[config.mk]
export PLATFORM = sky130hd
export DESIGN_NAME = uart_tx_buffered
export DESIGN_NICKNAME = d
export VERILOG_FILES = /design/src/rtl/uart_tx_buffered.sv
export SDC_FILE = /design/constraint.sdc
export NUM_CORES = 1
export LEC_CHECK = 0
export ABC_CLOCK_PERIOD_IN_PS = 3600
export CAP_MARGIN = 40
export CORE_MARGIN = 3
export CORE_UTILIZATION = 40
export CTS_CLUSTER_DIAMETER = 80
export DETAILED_ROUTE_END_ITERATION = 8
export GPL_TIMING_DRIVEN = 0
export SETUP_SLACK_MARGIN = 0.15
export SKIP_LAST_GASP = 1
export SYNTH_ARGS = -nofsm -noshare
export SYNTH_HDL_FRONTEND = slang
export SYNTH_SLANG_ARGS = --single-unit
[constraint.sdc]
create_clock -name clk -period 3.6 [get_ports clk]
set_input_delay 0.36 -clock clk [delete_from_list [all_inputs] [get_ports clk]]
set_output_delay 0.36 -clock clk [all_outputs]
set_load 0.02 [all_outputs]
[src/rtl/uart_tx_buffered.sv]
// uart_tx_buffered
//   Buffered UART transmitter. A write enqueues one character into a circular
//   FIFO and a serialiser drains it, so the writer never waits on the line.
//   Frame format: start, DATA_BITS data (LSB first), optional parity, and
//   STOP_BITS stop bits. Each bit lasts DIV clock cycles.
//
//   state | meaning
//   ------+--------------------------------------------------------------
//   IDLE  | line high; pops the FIFO head as soon as the FIFO holds data
//   START | start bit (low)
//   DATA  | payload bits, shifted out LSB first
//   PAR   | parity bit (present only when PARITY != 0)
//   STOP  | stop bit(s) (high); chains into START if more data is queued
//
// Ports
//   clk      system clock
//   nrst     asynchronous active-low reset
//   wr_en    enqueue request
//   wr_data  character to send (bits above DATA_BITS-1 are ignored)
//   clr_ovf  clears the sticky overflow flag
//   tx       serial output, idle high
//   full     FIFO holds DEPTH entries
//   empty    FIFO holds no entries
//   count    number of queued entries (0..DEPTH)
//   busy     frame in progress or FIFO non-empty
//   overflow sticky; set by a write that was dropped because the FIFO was full
module uart_tx_buffered #(
    parameter int DEPTH     = 16,
    parameter int DIV       = 868,
    parameter int DATA_BITS = 8,
    parameter int PARITY    = 0,
    parameter int STOP_BITS = 1
) (
    input  logic                   clk,
    input  logic                   nrst,
    input  logic                   wr_en,
    input  logic [7:0]             wr_data,
    input  logic                   clr_ovf,
    output logic                   tx,
    output logic                   full,
    output logic                   empty,
    output logic [$clog2(DEPTH):0] count,
    output logic                   busy,
    output logic                   overflow
);
    localparam int AW = $clog2(DEPTH);
    localparam int CW = AW + 1;
    localparam int BW = $clog2(DIV);
    localparam logic [7:0] DATA_MASK = 8'((9'd1 << DATA_BITS) - 9'd1);

    typedef enum logic [2:0] {
        S_IDLE,
        S_START,
        S_DATA,
        S_PAR,
        S_STOP
    } state_t;

    state_t        state, state_n;
    logic [7:0]    mem [DEPTH];
    logic [AW-1:0] wr_ptr, rd_ptr;
    logic [CW-1:0] count_n;
    logic [BW-1:0] baud_cnt, baud_n;
    logic [2:0]    bit_cnt, bit_n;
    logic [7:0]    shift, shift_n;
    logic [7:0]    head;
    logic          head_par;
    logic          par_bit, par_n;
    logic          tx_n;
    logic          pop;
    logic          wr_ok;
    logic          baud_done;

    assign head      = mem[rd_ptr] & DATA_MASK;
    assign head_par  = (PARITY == 2) ? ~(^head) : (^head);
    assign baud_done = (baud_cnt == BW'(DIV - 1));
    // A pop in the same cycle frees a slot, so a write into a full FIFO is
    // still accepted when the serialiser takes the head on that edge.
    assign wr_ok     = wr_en && (!full || pop);
    assign busy      = (state != S_IDLE) || !empty;

    // ---------------- FIFO ----------------
    always_comb begin
        count_n = count;
        if (wr_ok && !pop) begin
            count_n = count + 1'b1;
        end else if (!wr_ok && pop) begin
            count_n = count - 1'b1;
        end
    end

    always_ff @(posedge clk) begin
        if (wr_ok) begin
            mem[wr_ptr] <= wr_data;
        end
    end

    always_ff @(posedge clk or negedge nrst) begin
        if (!nrst) begin
            wr_ptr   <= '0;
            rd_ptr   <= '0;
            count    <= '0;
            full     <= 1'b0;
            empty    <= 1'b1;
            overflow <= 1'b0;
        end else begin
            if (wr_ok) begin
                wr_ptr <= wr_ptr + 1'b1;
            end
            if (pop) begin
                rd_ptr <= rd_ptr + 1'b1;
            end
            count <= count_n;
            full  <= (count_n == CW'(DEPTH));
            empty <= (count_n == '0);
            // set wins over clear
            if (wr_en && !wr_ok) begin
                overflow <= 1'b1;
            end else if (clr_ovf) begin
                overflow <= 1'b0;
            end
        end
    end

    // ---------------- serialiser ----------------
    always_comb begin
        state_n = state;
        pop     = 1'b0;
        shift_n = shift;
        par_n   = par_bit;
        bit_n   = bit_cnt;
        baud_n  = baud_done ? '0 : baud_cnt + 1'b1;
        case (state)
            S_IDLE: begin
                baud_n = '0;
                if (!empty) begin
                    pop     = 1'b1;
                    shift_n = head;
                    par_n   = head_par;
                    state_n = S_START;
                end
            end
            S_START: begin
                if (baud_done) begin
                    bit_n   = '0;
                    state_n = S_DATA;
                end
            end
            S_DATA: begin
                if (baud_done) begin
                    shift_n = shift >> 1;
                    if (bit_cnt == 3'(DATA_BITS - 1)) begin
                        bit_n   = '0;
                        state_n = (PARITY != 0) ? S_PAR : S_STOP;
                    end else begin
                        bit_n = bit_cnt + 1'b1;
                    end
                end
            end
            S_PAR: begin
                if (baud_done) begin
                    bit_n   = '0;
                    state_n = S_STOP;
                end
            end
            S_STOP: begin
                if (baud_done) begin
                    if (bit_cnt == 3'(STOP_BITS - 1)) begin
                        bit_n = '0;
                        if (!empty) begin
                            // chain straight into the next frame, no idle gap
                            pop     = 1'b1;
                            shift_n = head;
                            par_n   = head_par;
                            state_n = S_START;
                        end else begin
                            state_n = S_IDLE;
                        end
                    end else begin
                        bit_n = bit_cnt + 1'b1;
                    end
                end
            end
            default: begin
                state_n = S_IDLE;
            end
        endcase
    end

    // tx is registered from the next state so it changes on the same edge
    // as the state it belongs to.
    always_comb begin
        tx_n = 1'b1;
        case (state_n)
            S_START: tx_n = 1'b0;
            S_DATA:  tx_n = shift_n[0];
            S_PAR:   tx_n = par_n;
            default: tx_n = 1'b1;
        endcase
    end

    always_ff @(posedge clk or negedge nrst) begin
        if (!nrst) begin
            state    <= S_IDLE;
            baud_cnt <= '0;
            bit_cnt  <= '0;
            shift    <= '0;
            par_bit  <= 1'b0;
            tx       <= 1'b1;
        end else begin
            state    <= state_n;
            baud_cnt <= baud_n;
            bit_cnt  <= bit_n;
            shift    <= shift_n;
            par_bit  <= par_n;
            tx       <= tx_n;
        end
    end

endmodule

==> flow_metrics.py <==
metrics = {
    "critical_path": {
        "worstPathRequired_ns": 3.66,
        "cp_max_fo": 8,
        "ff2ff_path_depth": 9,
        "startpoint_type": "register",
        "worstPathArrival_ns": 3.29,
        "cp-end-kind": "register",
        "worstSetupPathType": "reg2reg",
    },
    "global_routing": {
        "antenna_found_initial": 0,
        "grt_pass1_vias": 4414,
        "grt.overflow.total": 0,
        "grt_first_pass_wirelength_um": 25200,
        "grt_usage_pct": 16.6,
        "grt_max_degree": 25,
    },
    "power": {
        "swShare_pct": 33.2,
        "p_leak_nw": 3.08,
        "pwr-share-comb_pct": 33.8,
        "p_int_mw": 4.46,
        "ir_drop_mv": 0.421,
        "p_sw_mw": 2.22,
        "pwr-share-seq_pct": 39.4,
        "p_per_area_mw_per_mm2": 784,
        "power.total_mw": 6.68,
        "p_clk_share_pct": 26.8,
    },
    "yosys": {
        "syn_area_mm2": 0.00740,
        "ys_seq_elements": 170,
        "yosys-top-cells-count": "edfxtp_1, dfrtp_1, mux2i_1",
        "synth_edf_count": 128,
        "synthMuxAreaShare_pct": 10.1,
        "yosys.area.top_type": "edfxtp_1",
        "synth_cell_types": 65,
        "ys_async_sr_fraction_pct": 24.7,
        "syn_inst": 480,
        "synth_fp_nets": 503,
        "synth_flop_cell": "edfxtp_1",
        "synth_top_family_by_area": "multiplexers",
        "synth_top_cell_area_share_pct": 51.9,
        "synthAdderAreaFrac_pct": 1.86,
        "yosysSeqAreaShare_pct": 66.2,
        "yosysWarnings": 0,
        "yosys-top-cells-area": "edfxtp_1, dfrtp_1, mux2i_1, mux4_2, mux4_1",
        "synth.most_common_cell": "edfxtp_1",
        "synth-xor-area-share_pct": 2.01,
        "synth-compound-area-share_pct": 8.96,
        "syn_avg_cell_area_um2": 15.4,
        "yosys.area_share.simple_pct": 8.11,
    },
    "min_path": {
        "hp-class": "in2async",
    },
    "floorplan": {
        "die_h_um": 142,
        "fp.dieW_um": 142,
        "coreArea_mm2": 0.0181,
        "initial_core_util_pct": 40.9,
        "die-area_mm2": 0.0202,
        "ios": 22,
        "fp-row-count": 49,
    },
    "sta": {
        "min_period_ns": 3.23,
        "worst_slew_pin_slew_ns": 0.708,
        "slew_viol_final": 0,
        "relSlewSlack_pct": 52.4,
        "finClkSkew_ns": 0.00783,
        "tns_ns": 0,
        "setup_violations": 0,
        "max_freq_ghz": 0.310,
        "period_share_pct": 89.7,
        "finalHoldViolCount": 0,
        "rsz0062_at_grt": "yes",
    },
    "clocking": {
        "cts_htree_levels": 4,
        "clk_latency_ns": 0.43,
        "cts_buffers": 17,
        "cts_buffer_depth": 2,
        "root_buffer": "clkbuf_16",
        "cts_num_sinks": 170,
        "cts.clk_slew.worst_paths_ns": 0.07,
        "cts_setup_buffers": 0,
        "cts_tree": "done",
    },
    "cells_and_area": {
        "num-nets-final": 545,
        "fillers": 1544,
        "syn_to_final_growth_pct": 15.0,
        "drive_gt1_share_pct": 13.1,
        "diodes": 0,
    },
    "route": {
        "dr.pass1.iters": 5,
        "drt-vias-per-instance": 5.62,
        "wl_met3_um": 618,
        "highest_layer": "met4",
        "drc": 0,
        "drt_wl_total_um": 15900,
        "route.met2.wl_um": 7710,
        "drtIter0Drc": 323,
        "drt-met1-wl_um": 7310,
        "antenna_left": 0,
        "wl_per_cell_um": 20.8,
        "via_count": 4291,
    },
    "placement": {
        "hpwl_um": 10700,
        "gp_congestion": 0.789,
        "io_buffer_count": 21,
    },
    "run": {
        "maxCapViolCount": 0,
    },
    "outcome": {
        "outcome": "completed",
    },
}
registers in the layout, indices dropped and copies added, names as in the netlist:
signal / count
bit_cnt: 3
overflow: 1
shift: 8
rd_ptr: 4
tx: 1
mem: 128
empty: 1
par_bit: 1
full: 1
count: 5
baud_cnt: 10
state: 3
wr_ptr: 4
worst max-delay path: stages (launching register included):
cell       delay [ns]
dfrtp_1          0.39
ha_1             0.25
nand4bb_1        0.20
or4_4            0.62
a21o_1           0.21
buf_6            0.14
a21boi_2         0.28
nand2_1          0.09
nor2_1           0.16
and2_1           0.53
power by group through the flow:
stage / combinational (mW) / clock (mW) / sequential (mW)
after floorplan: 1.58 / 0 / 2.66
after global placement: 2.23 / 0 / 2.65
after detailed placement: 2.26 / 0 / 2.66
after CTS: 2.27 / 1.81 / 2.63
after global routing: 2.45 / 1.90 / 2.67
final: 2.26 / 1.79 / 2.63
worst paths after layout:
path	startpoint	end	slack, ns
setup / recovery	baud_cnt[0]	mem[9][7]	0.37
hold / removal	nrst	baud_cnt[7]	0.44
setup reg to reg	baud_cnt[0]	mem[9][7]	0.37
hold reg to reg	shift[5]	shift[5]	0.48
max in group asynchronous	nrst	empty	2.57
min in group clk	shift[5]	shift[5]	0.48
routing by layer:
metal  GRT usage (%)  vias to the layer above
li1                -                     1965
met1            23.6                     2215
met2            25.8                       93
met3            3.63                       18
met4            5.30                        0
met5               0                        -
logic make-up after synthesis:
group | count (synthesis)
xor+xnor | 17
mux | 48
compound gates | 89
fa+ha+maj | 11
simple gates | 112
buf+inv | 33
flops | 170
placed cells by master, fill, tap and decap left out, types with 12 or more instances in the layout:
cell type	count
a221oi_1	15
clkbuf_16	17
dfrtp_1	40
a21oi_1	14
o21ai_0	13
nand2_1	21
inv_1	13
edfxtp_1	128
and2_1	12
nor2_1	22
clkdlybuf4s50_1	20
xnor2_1	13
mux2i_1	28
per-stage QoR:
step                util, %  setup slack, ns  instance area, um2  instances  hold slack, ns
global placement       43.7            0.320                7900        730           0.463
CTS                    47.0            0.247                8500        763           0.433
floorplan                 -            0.901                7400        480          0.0644
global route           47.1            0.143                8510        763           0.483
finish                 47.1            0.371                8510        763           0.444
detailed placement     43.8            0.241                7920        731           0.358
final cells by class:
class	instances	area, um2	share of cell area, %
clock inverter	13	143	1.68
clock buffer	18	429	5.04
multi-input combinational	277	2310	27.2
buffer	19	151	1.78
timing repair buffer	23	243	2.85
inverter	14	52.6	0.617
sequential	170	4900	57.5
tap	229	287	3.37
what timing repair did:
action | in CTS | in global routing
hold buffers | 1 | 0
hold endpoints to repair | 17 | 0
gates resized for setup | 0 | 7
setup endpoints to repair | 0 | 59
Note: power is estimated with default switching activity, not from simulation.
